**src/rtl/fc_mac_neuron.sv**
```systemverilog
// Time-multiplexed fully-connected neuron: one signed x*w product per beat,
// accumulated over IN beats, optional ReLU, result on a valid/ready output.
module fc_mac_neuron #(
    parameter int WIDTH = 8,
    parameter int IN = 128,
    parameter int RELU = 1,
    localparam int OUT_WIDTH = 2 * WIDTH + $clog2(IN)
) (
    input  logic                 clk,
    input  logic                 rst,
    input  logic                 in_valid,
    output logic                 in_ready,
    input  logic [WIDTH-1:0]     in_x,
    input  logic [WIDTH-1:0]     in_w,
    output logic                 out_valid,
    input  logic                 out_ready,
    output logic [OUT_WIDTH-1:0] out_z
);

    localparam int CW = $clog2(IN);
    localparam int PW = 2 * WIDTH;
    localparam logic [CW-1:0] LAST = CW'(IN - 1);

    typedef enum logic [1:0] {ACC, DRAIN1, DRAIN2, OUT} state_t;

    state_t              state;
    state_t              state_next;
    logic [CW-1:0]       cnt;
    logic [PW-1:0]       prod;
    logic                prod_v;
    logic                prod_first;
    logic [OUT_WIDTH-1:0] acc;
    logic                accept;
    logic [PW-1:0]       x_ext;
    logic [PW-1:0]       w_ext;
    logic [OUT_WIDTH-1:0] prod_ext;

    assign accept   = in_valid && (state == ACC);
    assign x_ext    = {{WIDTH{in_x[WIDTH-1]}}, in_x};
    assign w_ext    = {{WIDTH{in_w[WIDTH-1]}}, in_w};
    assign prod_ext = {{(OUT_WIDTH - PW){prod[PW-1]}}, prod};

    always_comb begin
        state_next = state;
        in_ready   = 1'b0;
        case (state)
            ACC: begin
                in_ready = 1'b1;
                if (accept && (cnt == LAST)) state_next = DRAIN1;
            end
            DRAIN1: state_next = DRAIN2;
            DRAIN2: state_next = OUT;
            OUT: if (out_ready) state_next = ACC;
            default: state_next = ACC;
        endcase
    end

    always_ff @(posedge clk) begin
        if (rst) begin
            state      <= ACC;
            cnt        <= '0;
            prod       <= '0;
            prod_v     <= 1'b0;
            prod_first <= 1'b0;
            acc        <= '0;
            out_z      <= '0;
            out_valid  <= 1'b0;
        end else begin
            state  <= state_next;
            prod_v <= accept;
            if (accept) begin
                prod       <= x_ext * w_ext;
                prod_first <= (cnt == '0);
                cnt        <= (cnt == LAST) ? '0 : cnt + 1'b1;
            end
            // The first-element flag restarts the sum, so no clear cycle is needed.
            if (prod_v) acc <= (prod_first ? '0 : acc) + prod_ext;
            if (state == DRAIN2) begin
                out_z     <= ((RELU != 0) && acc[OUT_WIDTH-1]) ? '0 : acc;
                out_valid <= 1'b1;
            end else if ((state == OUT) && out_ready) begin
                out_valid <= 1'b0;
            end
        end
    end

endmodule

```
**config.mk**
```make
export PLATFORM = sky130hd
export DESIGN_NAME = fc_mac_neuron
export DESIGN_NICKNAME = d
export VERILOG_FILES = /design/src/rtl/fc_mac_neuron.sv
export SDC_FILE = /design/constraint.sdc
export NUM_CORES = 1
export LEC_CHECK = 0
export BUFFER_PORTS_ARGS = -buffer_cell sky130_fd_sc_hd__buf_2
export CAP_MARGIN = 30
export CORE_MARGIN = 4
export CORE_UTILIZATION = 65
export DETAILED_ROUTE_END_ITERATION = 8
export PLACE_DENSITY = 0.85
export REMOVE_ABC_BUFFERS = 1
export SLEW_MARGIN = 25
export SYNTH_ARGS = -nofsm -noshare
export SYNTH_HDL_FRONTEND = slang
export SYNTH_SLANG_ARGS = --single-unit
```
**constraint.sdc**
```tcl
create_clock -name clk -period 6.7 [get_ports clk]
set_input_delay 0.335 -clock clk [delete_from_list [all_inputs] [get_ports clk]]
set_output_delay 0.335 -clock clk [all_outputs]
set_load 0.02 [all_outputs]
```
Yosys cells after proc, flatten, opt, wreduce, memory -nomap -nowiden
Cells that the tools add are included.
{ "word_totals": {"register_bits": 74, "inputBits": 20, "output_inout_bits": 25} }
{ "classes": {"add_sub_neg": 2, "mul": 1, "eq_ne": 6, "mux": 9, "reduce_logical": 7} }
{ "op_table": {"columns": ["cell", "n"], "rows": [
  ["$add 23x23->23", 1],
  ["$mux 23", 1],
  ["$mux 22", 1],
  ["$mul 8x8->16", 1],
  ["$pmux 2 s4", 1],
  ["$add 7x1->7 const B", 1],
  ["$eq 7x7->1 const B", 1],
  ["$logic_not 7->1", 1],
  ["$mux 7", 1],
  ["$eq 2x2->1 const B", 2],
  ["$mux 2", 2],
  ["$logic_and 1x1->1", 3],
  ["$mux 1", 3],
  ["$eq 2x1->1 const B", 1],
  ["$logic_not 2->1", 1],
  ["$ne 2x1->1 const B", 1],
  ["$ne 2x2->1 const B", 1],
  ["$reduce_and 2->1", 1],
  ["$reduce_bool 2->1", 1]
]} }

Depth between registers and ports, before layout
{ "logic_depth": {"word_depth": 5, "mapped_depth": 18} }

Worst setup path after synthesis
OpenSTA, ideal clock, no wires.
{ "synth_timing": {"path_kind": "input -> register", "start": "input port in_x[3]", "end": "register prod[14]", "arrival_time_ns": 4.209, "path_slack_ns": 2.429, "path_stages": 17, "path_cell_list": "and2_1 -> fa_1 -> inv_1 -> fa_1 -> inv_1 -> fa_1 -> inv_1 -> fa_1 -> inv_1 -> ha_1 -> o21ai_0 -> a21oi_1 -> o21ai_0 -> a21boi_0 -> o2111ai_1 -> a2111o_1 -> nand3_1"} }
{ "synth_via": {"elab_chain_cells": 1} }
{ "synth_lines": {"columns": ["element", "line", "source"], "rows": [
  ["from (decl)", "13", "input logic [WIDTH-1:0] in_x,"],
  ["$mul 8x8->16", "72", "prod <= x_ext * w_ext;"],
  ["to (signal assigned)", "72", null],
  ["to (decl)", "29", "logic [PW-1:0] prod;"]
]} }
No other way between the ends.
A chain may end at the register's enable or synchronous reset.

Final worst setup path
Ends and elaborated chain as after synthesis.

==> summary.md <==
| Metric | Value |
|---|---|
| Outcome | `finished clean` |
| Clock sinks | `73` |
| Largest net degree at the start of global routing | `71` |
| Core box area | `about 9800 sq um` |
| Nets | `roughly 930` |
| Synth Instances | `roughly 760` |
| Area growth syn-to-layout | `7.61%` |
| Tot Pwr | `between 1.5 and 2 mW` |
| DRC viols | `0` |
| Post-synthesis sequential area ratio | `0.224` |
| Max Fclk | `230 MHz` |
| Wire per inst | `between 10 and 15 um` |
| Setup violations, final | `0` |
| I/O pins | `45` |
| Post-DRT Antenna Nets | `0` |
| Final hold slack | `roughly 0.33 ns` |
| Die area | `approximately 12000 sq um` |
| # resized after CTS | `0` |
| CTS tree | `built` |
| I/O Buffers | `43` |
| Synth cell count leaders | `96 x inv_1, 73 x dfxtp_1, 62 x a21oi_1` |
| Cells on worst reg2reg path | `11` |
| Crit-path max cell delay | `roughly 0.53 ns` |
| Post-Syn Area | `~6500 sq um` |
| Worst Hold Endpoint | `out_valid` |
| Post-synth cell types | `62` |
| Clock Tree Buf Depth | `2` |
| Slowest CP cell | `fa_1` |
| Dpl hpwl | `10400 um` |
| Worst min-delay path class | `in2reg` |
| Total track usage | `0.246` |
| Synth warn | `0` |
| FF-to-FF End | `acc[21]` |
| Clock slew at the register clock pins of the worst setup and hold paths | `~0.07 ns` |
| Top delay family on crit path | `adder cells` |
| Ys async rst share | `0` |
| GPL Wtd Cong | `0.929` |
| Root buffer cell | `clkbuf_8` |
| Startpoint type of the worst setup path | `input pin` |
| CP cell instances | `buf_2, and2_1, fa_1, inv_1, fa_1, inv_1, fa_1, inv_1, fa_1, inv_1, ha_1, o21ai_0, a21oi_1, o21ai_0, a21boi_0, o2111ai_1, a2111o_1, nand3_1` |
| Clock Skew | `between 0.01 and 0.015 ns` |
| Drt pass-1 iters | `4` |
| WL final | `approximately 13000 um` |
| Initial antenna violation count | `0` |
| Final Hold Vio Count | `0` |
| Worst Path Buf+Inv | `5` |
| P_leak | `3.30 nW` |
| Total CTS buffers | `9` |
| WS Path Type | `in2reg` |
| Biggest area consumer among synthesized cells | `dfxtp_1` |
| Mapped Avg Cell Area | `around 8.5 sq um` |
| Flop-to-flop setup slack | `3.43 ns` |
| Post-synth EDFFs | `0` |
| RSZ-0062 raised after global routing | `false` |
| First-pass GRT wire length | `23700 um` |
| Initial core utilization | `0.666` |
| Slew @ Worst Pin | `~0.86 ns` |
| Peak VDD IR | `0.000135 V` |
| Hold Buf Count CTS | `0` |
| Floorplan die width | `~110 um` |
| Die height | `about 110 um` |
| N_diodes | `0` |
| Clock H-tree levels | `3` |
| Share of cells above drive strength 1 | `0.0936` |
| Crit-path max FO | `8` |
| Hold wc startpoint | `out_ready` |
| Vias in the first global route | `5302` |
| Seq cells post-synth | `73` |
| Relative slew margins | `0.427` |
| Req. time, crit path | `between 6 and 7 ns` |
| Final setup TNS | `0 ns` |
| Power density over cell area | `~260 nW/um^2` |
| Final worst-path cycle share | `0.649` |
| Vias | `5149` |
| Most common cell in the netlist | `inv_1` |
| Synth top area cells | `dfxtp_1 22%, fa_1 17%, ha_1 11%` |
| Minimum clock period | `approximately 4.3 ns` |
| Hold Crit Depth | `4` |
| Worst Path Arrival | `4.62 ns` |
| Critical Path Stages | `18` |
| Final Slew Violations | `0` |
| # Max-Cap Violations | `0` |
| Reg-to-Reg Start | `prod_first` |
| Setup bufs post-CTS | `0` |
| Setup crit end kind | `register` |
| Worst skew pair latency | `~0.34 ns` |
| Initial DRC count | `roughly 310` |
| Area fraction of the dominant cell type after synthesis | `0.224` |
| Std-Cell Rows | `36` |
| GR Overflow Total | `0` |
| Top_reg_cell synth | `dfxtp_1` |
| Via density | `5.51` |
-- metrics by stage --
stage	area, sq um	utilization	setup slack [ns]	std cells
2_1_floorplan	6410	-	2.43	740
3_3_place_gp	6800	0.696	2.10	918
3_5_place_dp	6800	0.696	2.01	918
4_1_cts	7000	0.716	2.37	933
5_1_grt	7010	0.717	2.13	934
6_report	7010	0.717	2.35	934
-- report_power, final --
part           leakage (nW)  total, mW  internal [mW]  switching, mW
sequential            0.593      0.515          0.476         0.0393
combinational          2.60      0.997          0.442          0.555
clock                0.0981      0.337          0.179          0.158
-- layer usage --
layer,wire length [um],share of wire,vias to the layer above,track usage
met1,6080,0.46,2470,0.312
met2,6600,0.50,91,0.447
li1,-,-,2574,-
met3,363,0.028,14,0.0281
met4,151,0.011,0,0.0595
met5,0,0,-,0
-- layout by cell type, fill, tap and decap left out, drive strengths merged, types with 14 or more instances in the layout --
master,instances
nand2b,17
a21o,16
buf,45
inv,96
xor2,14
xnor2,21
ha,56
dfxtp,73
o21ai,19
nor2b,42
nor2,56
a21oi,62
nand2,55
and2,45
fa,56
-- kinds of logic (layout without fill, tap and decap cells) --
| family | Yosys count | in the layout | synth area share |
|---|---|---|---|
| flip-flops | 73 | 73 | 0.224 |
| AND/OR/NAND/NOR | 272 | 272 | 0.221 |
| XOR/XNOR | 35 | 35 | 0.0471 |
| AO/OA/AOI/OAI | 138 | 138 | 0.136 |
| other | 1 | 1 | 0.000576 |
| adder cells (fa/ha/maj) | 112 | 112 | 0.280 |
| buffers and inverters | 120 | 157 | 0.0715 |
| multiplexers | 13 | 13 | 0.0202 |
-- layout make-up --
| type | count | area (sq um) |
|---|---|---|
| clock buffers | 10 | 138 |
| inverters | 96 | 360 |
| well taps | 133 | 166 |
| clock inverters | 5 | 56.3 |
| multi-input cells | 571 | 4590 |
| fillers | 788 | 2770 |
| flip-flops and latches | 73 | 1460 |
| repair buffers | 46 | 238 |
-- worst max path at each step --
stage                 start  endpoint
finish              in_x[3]  prod[14]
global route        in_w[2]  prod[15]
CTS                 in_x[3]  prod[14]
detailed placement  in_w[0]  prod[14]
global placement    in_x[3]  prod[14]
floorplan           in_x[3]  prod[14]
-- flip-flops by register name, indices dropped and copies added (netlist names) --
register,flops
out_z,22
out_valid,1
acc,23
state,2
prod_v,1
cnt,7
prod_first,1
prod,16
-- worst reg2reg max path, delay by kind of cell (launching register included) --
family          cells  cell delay (ns)
simple gates        1             0.26
buf+inv             1             0.06
compound gates      7             1.47
flops               1             0.88
xor+xnor            1             0.18
fa+ha+maj           1             0.31
Power figures use the tool's default switching activity.
